--- src/rtl/pixel_readout_capture_if.sv ---
// pixel_readout_capture_if: sample stream toward the image store (head data, row tag, valid/ready).
interface pixel_readout_capture_if #(parameter int DATA_W = 8);
  logic [DATA_W-1:0] out_data;
  logic              out_row;
  logic              out_valid;
  logic              out_ready;
  modport master(output out_data, out_row, out_valid, input out_ready);
  modport slave(input out_data, out_row, out_valid, output out_ready);
endinterface

--- src/rtl/pixel_readout_capture.sv ---
// pixel_readout_capture: captures one row-tagged ADC sample per conversion into a FIFO,
// tracks frame completion and flags protocol violations.
module pixel_readout_capture #(
  parameter int DATA_W      = 8,
  parameter int CONV_CYCLES = 2,
  parameter int DEPTH       = 4
) (
  input  logic                   clk,
  input  logic                   reset,
  input  logic                   NRE_1,
  input  logic                   NRE_2,
  input  logic                   ADC,
  input  logic                   erase,
  input  logic [DATA_W-1:0]      adc_data,
  pixel_readout_capture_if.master out_s,
  output logic                   frame_done,
  output logic                   overflow,
  output logic                   protocol_err
);
  localparam int AW = $clog2(DEPTH);
  typedef enum logic {IDLE, CONV} state_t;
  state_t            r_state, w_state_nx;
  logic [3:0]        r_cnt, w_cnt_nx;
  logic              r_row, w_row_nx;
  logic              r_adc_q, r_row0_seen;
  logic [DATA_W:0]   r_mem [DEPTH];
  logic [AW:0]       r_wp, r_rp;
  logic              w_rise, w_legal, w_sample, w_err;
  logic              w_empty, w_full, w_pop, w_wr, w_ovf;
  assign w_rise  = ADC & ~r_adc_q;
  assign w_legal = NRE_1 ^ NRE_2;
  assign w_empty = r_wp == r_rp;
  assign w_full  = (r_wp[AW] != r_rp[AW]) && (r_wp[AW-1:0] == r_rp[AW-1:0]);
  assign w_pop   = ~w_empty & out_s.out_ready;
  assign w_wr    = w_sample & (~w_full | w_pop);
  assign w_ovf   = w_sample & w_full & ~w_pop;
  assign out_s.out_valid = ~w_empty;
  assign out_s.out_data  = r_mem[r_rp[AW-1:0]][DATA_W-1:0];
  assign out_s.out_row   = r_mem[r_rp[AW-1:0]][DATA_W];
  always_comb begin
    w_state_nx = r_state;
    w_cnt_nx   = r_cnt;
    w_row_nx   = r_row;
    w_sample   = 1'b0;
    w_err      = 1'b0;
    if (r_state == IDLE) begin
      if (w_rise && w_legal) begin
        w_state_nx = CONV;
        w_cnt_nx   = 4'(CONV_CYCLES - 1);
        w_row_nx   = NRE_1;
      end
      w_err = w_rise & ~w_legal;
    end else begin
      w_err      = w_rise;
      w_sample   = r_cnt == 4'd0;
      w_state_nx = w_sample ? IDLE : CONV;
      w_cnt_nx   = w_sample ? r_cnt : r_cnt - 4'd1;
    end
  end
  always_ff @(posedge clk or negedge reset) begin
    if (!reset) begin
      r_state      <= IDLE;
      r_cnt        <= '0;
      r_row        <= 1'b0;
      r_adc_q      <= 1'b0;
      r_row0_seen  <= 1'b0;
      r_wp         <= '0;
      r_rp         <= '0;
      frame_done   <= 1'b0;
      overflow     <= 1'b0;
      protocol_err <= 1'b0;
      for (int i = 0; i < DEPTH; i++) r_mem[i] <= '0;
    end else begin
      r_adc_q <= ADC;
      if (erase) begin
        r_state      <= IDLE;
        r_wp         <= '0;
        r_rp         <= '0;
        r_row0_seen  <= 1'b0;
        frame_done   <= 1'b0;
        overflow     <= 1'b0;
        protocol_err <= 1'b0;
      end else begin
        r_state    <= w_state_nx;
        r_cnt      <= w_cnt_nx;
        r_row      <= w_row_nx;
        if (w_wr) r_mem[r_wp[AW-1:0]] <= {r_row, adc_data};
        r_wp       <= r_wp + {{AW{1'b0}}, w_wr};
        r_rp       <= r_rp + {{AW{1'b0}}, w_pop};
        // Frame tracking follows every sample, including ones dropped on overflow
        frame_done <= w_sample & r_row & r_row0_seen;
        if (w_sample) r_row0_seen <= ~r_row;
        if (w_ovf) overflow <= 1'b1;
        if (w_err || (w_sample && r_row && !r_row0_seen)) protocol_err <= 1'b1;
      end
    end
  end
endmodule
--- src/flat_wrapper.sv ---
// flat-port wrapper written by rule: the top's interface ports become plain ports
module pixel_readout_capture_flat 
#(
  parameter int DATA_W      = 8,
  parameter int CONV_CYCLES = 2,
  parameter int DEPTH       = 4
)
  (clk, reset, NRE_1, NRE_2, ADC, erase, adc_data, frame_done, overflow, protocol_err, out_s_out_data, out_s_out_row, out_s_out_valid, out_s_out_ready);
  pixel_readout_capture_if #(.DATA_W(DATA_W)) out_s_i ();
  input  logic clk;
  input  logic reset;
  input  logic NRE_1;
  input  logic NRE_2;
  input  logic ADC;
  input  logic erase;
  input  logic [DATA_W-1:0] adc_data;
  output logic frame_done;
  output logic overflow;
  output logic protocol_err;
  output wire logic [$bits(out_s_i.out_data)-1:0] out_s_out_data;
  output wire logic [$bits(out_s_i.out_row)-1:0] out_s_out_row;
  output wire logic [$bits(out_s_i.out_valid)-1:0] out_s_out_valid;
  input wire logic [$bits(out_s_i.out_ready)-1:0] out_s_out_ready;
  assign out_s_out_data = out_s_i.out_data;
  assign out_s_out_row = out_s_i.out_row;
  assign out_s_out_valid = out_s_i.out_valid;
  assign out_s_i.out_ready = out_s_out_ready;
  pixel_readout_capture #(.DATA_W(DATA_W), .CONV_CYCLES(CONV_CYCLES), .DEPTH(DEPTH)) u_core (.clk(clk), .reset(reset), .NRE_1(NRE_1), .NRE_2(NRE_2), .ADC(ADC), .erase(erase), .adc_data(adc_data), .out_s(out_s_i), .frame_done(frame_done), .overflow(overflow), .protocol_err(protocol_err));
endmodule
--- config.mk ---
export PLATFORM = sky130hd
export DESIGN_NAME = pixel_readout_capture_flat
export DESIGN_NICKNAME = d
export VERILOG_FILES = /design/src/rtl/pixel_readout_capture_if.sv /design/src/rtl/pixel_readout_capture.sv /design/src/flat_wrapper.sv
export SDC_FILE = /design/constraint.sdc
export NUM_CORES = 1
export LEC_CHECK = 0
export CAP_MARGIN = 30
export CORE_MARGIN = 2
export CORE_UTILIZATION = 59
export DETAILED_ROUTE_END_ITERATION = 8
export GPL_TIMING_DRIVEN = 0
export MAX_ROUTING_LAYER = met4
export PLACE_DENSITY = 0.89
export SLEW_MARGIN = 0
export SYNTH_ARGS = -nofsm -noshare
export SYNTH_HDL_FRONTEND = slang
export SYNTH_SLANG_ARGS = --single-unit
--- constraint.sdc ---
create_clock -name clk -period 5.1 [get_ports clk]
set_clock_uncertainty 0.1 [all_clocks]
set_input_delay 0.51 -clock clk [delete_from_list [all_inputs] [get_ports clk]]
set_output_delay 0.51 -clock clk [all_outputs]
set_load 0.02 [all_outputs]
==> results.ini <==
[critical_path]
reg2reg_depth=6
cp_data_arrival_time_ns=1.96
critPathCapture=out_s_out_row
rr_endpoint=u_core.r_mem[0]
startpoint=u_core.r_rp[0]
crit_required_ns=4.49
criticalPathCategory=flop to output port
worstReg2RegStart=u_core.r_cnt[0]
r2r_slack_ns=2.57
path_max_fanout=10
startpoint_type=flop
end_kind=output port

[finish]
design_area_um2=2856
fin_util_pct=71.93
areaGrowthSynthToFinish_pct=17.92
drive_gt1_share_pct=32.82
n_antenna_cell=0
fin_nets=215

[sta]
finalMaxSlewViolations=0
period_needed_ns=2.573
finalHoldViolCount=0
final.setup.worst_slack_ns=2.527
worst_pin_slew_ns=0.8373
grt_setup_unrepaired=false
max_freq_ghz=0.3886
fin_tns_setup_ns=0
slew-limit-headroom_pct=43.39
finalSetupViolations=0
finalCritPeriodShare_pct=50.46

[drt]
final_antenna_net_count=0
wl_per_cell_um=17.69
totalWireLength_um=4333
vias=1403
drt_iter0_drc=70
drc_errors=0
via_per_inst=5.727
dr.pass1.iters=4

[floorplan]
io_pins=28
die_area_um2=4634
row_count=23
coreArea_um2=3971
start_util_pct=61.00
die_w_um=68.08
dieHeight_um=68.08

[worst_hold_path]
hold_class=input port to asynchronous set/reset pin

[run_status]
status=finished clean

[place]
dpl_worst_slack_ns=2.249
place_area_um2=2770
place.detailed.hpwl_um=3169
place.gp.congestion=0.7127
numPortBuffers=27

[clock_tree]
cts_resized=0
clkLatencyLatePin_ns=0.30
cts_tree=done
clk_pin_slew_ns=0.08
h-tree-depth=2
clock_path_buffers=2
hold_buffers=0
cts_buffers=5
post_cts_buffers=0
clk_root_buffer_cell=clkbuf_8
clock-sinks=53

[synth]
synth.avg_cell_area_um2=15.14
synthCells=160
ys_warn_count=0
yosys_register_bits=53
synth_cell_types=29
synth_area_um2=2422
syn_nets=180
yosysSeqAreaShare_pct=54.75

[pwr]
p_leak_nw=1.302
ir_worst_vdd_uv=236.1
pwr_density_cell_nw_per_um2=345.5
total_power_mw=0.9869

[grt]
track_usage_pct=22.74
grt_pass1_vias=1519
gr-total-overflow=0
grt_max_degree=35
grt_pass1_wl_um=7169
antenna_found_initial=0

[run]
drv_cap=0

==> state kept, by name, indices dropped and copies added, names as in the netlist <==
signal	count
u_core.r_mem	36
u_core.r_cnt	4
u_core.r_rp	3
u_core.r_wp	3
u_core.frame_done	1
u_core.overflow	1
u_core.protocol_err	1
u_core.r_adc_q	1
u_core.r_row	1
u_core.r_row0_seen	1
u_core.r_state	1
==> placed cells by master (no fill, tap or decap), types with 2 or more instances in the layout <==
cell type,instances
clkbuf_8,7
xor2_1,4
nand2_1,6
mux4_2,9
nor4b_4,2
mux2_2,38
nand3_1,2
clkdlybuf4s50_1,26
ha_1,5
dfrtp_1,53
nor2_1,8
clkbuf_1,2
xnor2_1,4
and2_1,2
a21oi_1,2
inv_1,3
nor4_4,2
nor2b_1,6
==> cells in the mapped netlist <==
master	number	share of area, %
mux2_2	38	18
nand3_1	2	0.41
nand2b_1	1	0.26
mux4_2	9	8.4
nor2b_1	6	1.5
inv_1	3	0.46
xnor2_1	4	1.4
nor4b_4	2	2.0
and2_1	2	0.52
clkbuf_1	1	0.15
o21ai_0	1	0.21
nor2_1	8	1.2
a211oi_1	1	0.31
nor4_4	2	1.8
nor3_1	1	0.21
nand2_1	6	0.93
xor2_1	4	1.4
a21oi_1	2	0.41
ha_1	5	2.6
clkbuf_8	1	0.57
or3b_2	1	0.36
buf_6	1	0.46
o22ai_1	1	0.26
dfrtp_1	53	55
nor3_2	1	0.41
and2b_2	1	0.36
nor3b_1	1	0.31
nor4b_1	1	0.36
a31oi_1	1	0.26
==> layer usage <==
layer | GRT usage [%] | vias to the layer above | part of all wire [%]
met2 | 38.35 | 36 | 53
met5 | - | - | 0
met3 | 5.428 | 7 | 4.2
li1 | - | 646 | -
met1 | 25.92 | 714 | 41
met4 | 9.750 | 0 | 1.7
==> critical path, cell delays in order, from the launching register on <==
cell and delay [ns]:
dfrtp_1 0.39, buf_6 0.20, mux4_2 0.52, clkdlybuf4s50_1 0.55
==> worst min-delay path by stage <==
| stage | start | cells after the start | endpoint | slack, ns |
|---|---|---|---|---|
| 2_1_floorplan | reset | 0 | u_core.frame_done | 0.11 |
| 3_3_place_gp | u_core.r_mem[0] | 1 | u_core.r_mem[0] | 0.38 |
| 3_5_place_dp | reset | 1 | u_core.r_mem[20] | 0.39 |
| 4_1_cts | reset | 1 | u_core.r_mem[20] | 0.05 |
| 5_1_grt | reset | 1 | u_core.r_mem[20] | 0.06 |
| 6_report | reset | 1 | u_core.r_mem[20] | 0.05 |
==> cell type report <==
| cell class | instances | area, um^2 |
|---|---|---|
| timing repair buffer | 28 | 285.3 |
| fill | 240 | 1115 |
| multi-input combinational | 101 | 1056 |
| sequential | 53 | 1326 |
| clock buffer | 7 | 86.33 |
| inverter | 3 | 11.26 |
| tap | 50 | 62.56 |
| buffer | 3 | 28.78 |
==> cells by family (layout without fill, tap and decap cells) <==
| family | after synthesis | after routing | share of synthesized area, % |
|---|---|---|---|
| flip-flops | 53 | 53 | 54.75 |
| multiplexers | 47 | 47 | 26.03 |
| AND/OR/NAND/NOR | 35 | 35 | 10.64 |
| XOR/XNOR | 8 | 8 | 2.892 |
| AO/OA/AOI/OAI | 6 | 6 | 1.447 |
| buffers and inverters | 6 | 41 | 1.653 |
| adder cells (fa/ha/maj) | 5 | 5 | 2.583 |
==> metrics by stage <==
| stage | hold WS, ns | std cells |
|---|---|---|
| final | 0.04930 | 245 |
| after global routing | 0.05531 | 245 |
| after floorplan | 0.1144 | 160 |
| after global placement | 0.3839 | 237 |
| after CTS | 0.05392 | 245 |
| after detailed placement | 0.3886 | 238 |
==> where the power goes <==
group          internal [mW]  switching [mW]
clock                  0.108           0.122
combinational          0.143           0.111
sequential             0.467          0.0362
No activity file was read; power rests on OpenSTA's default activity.
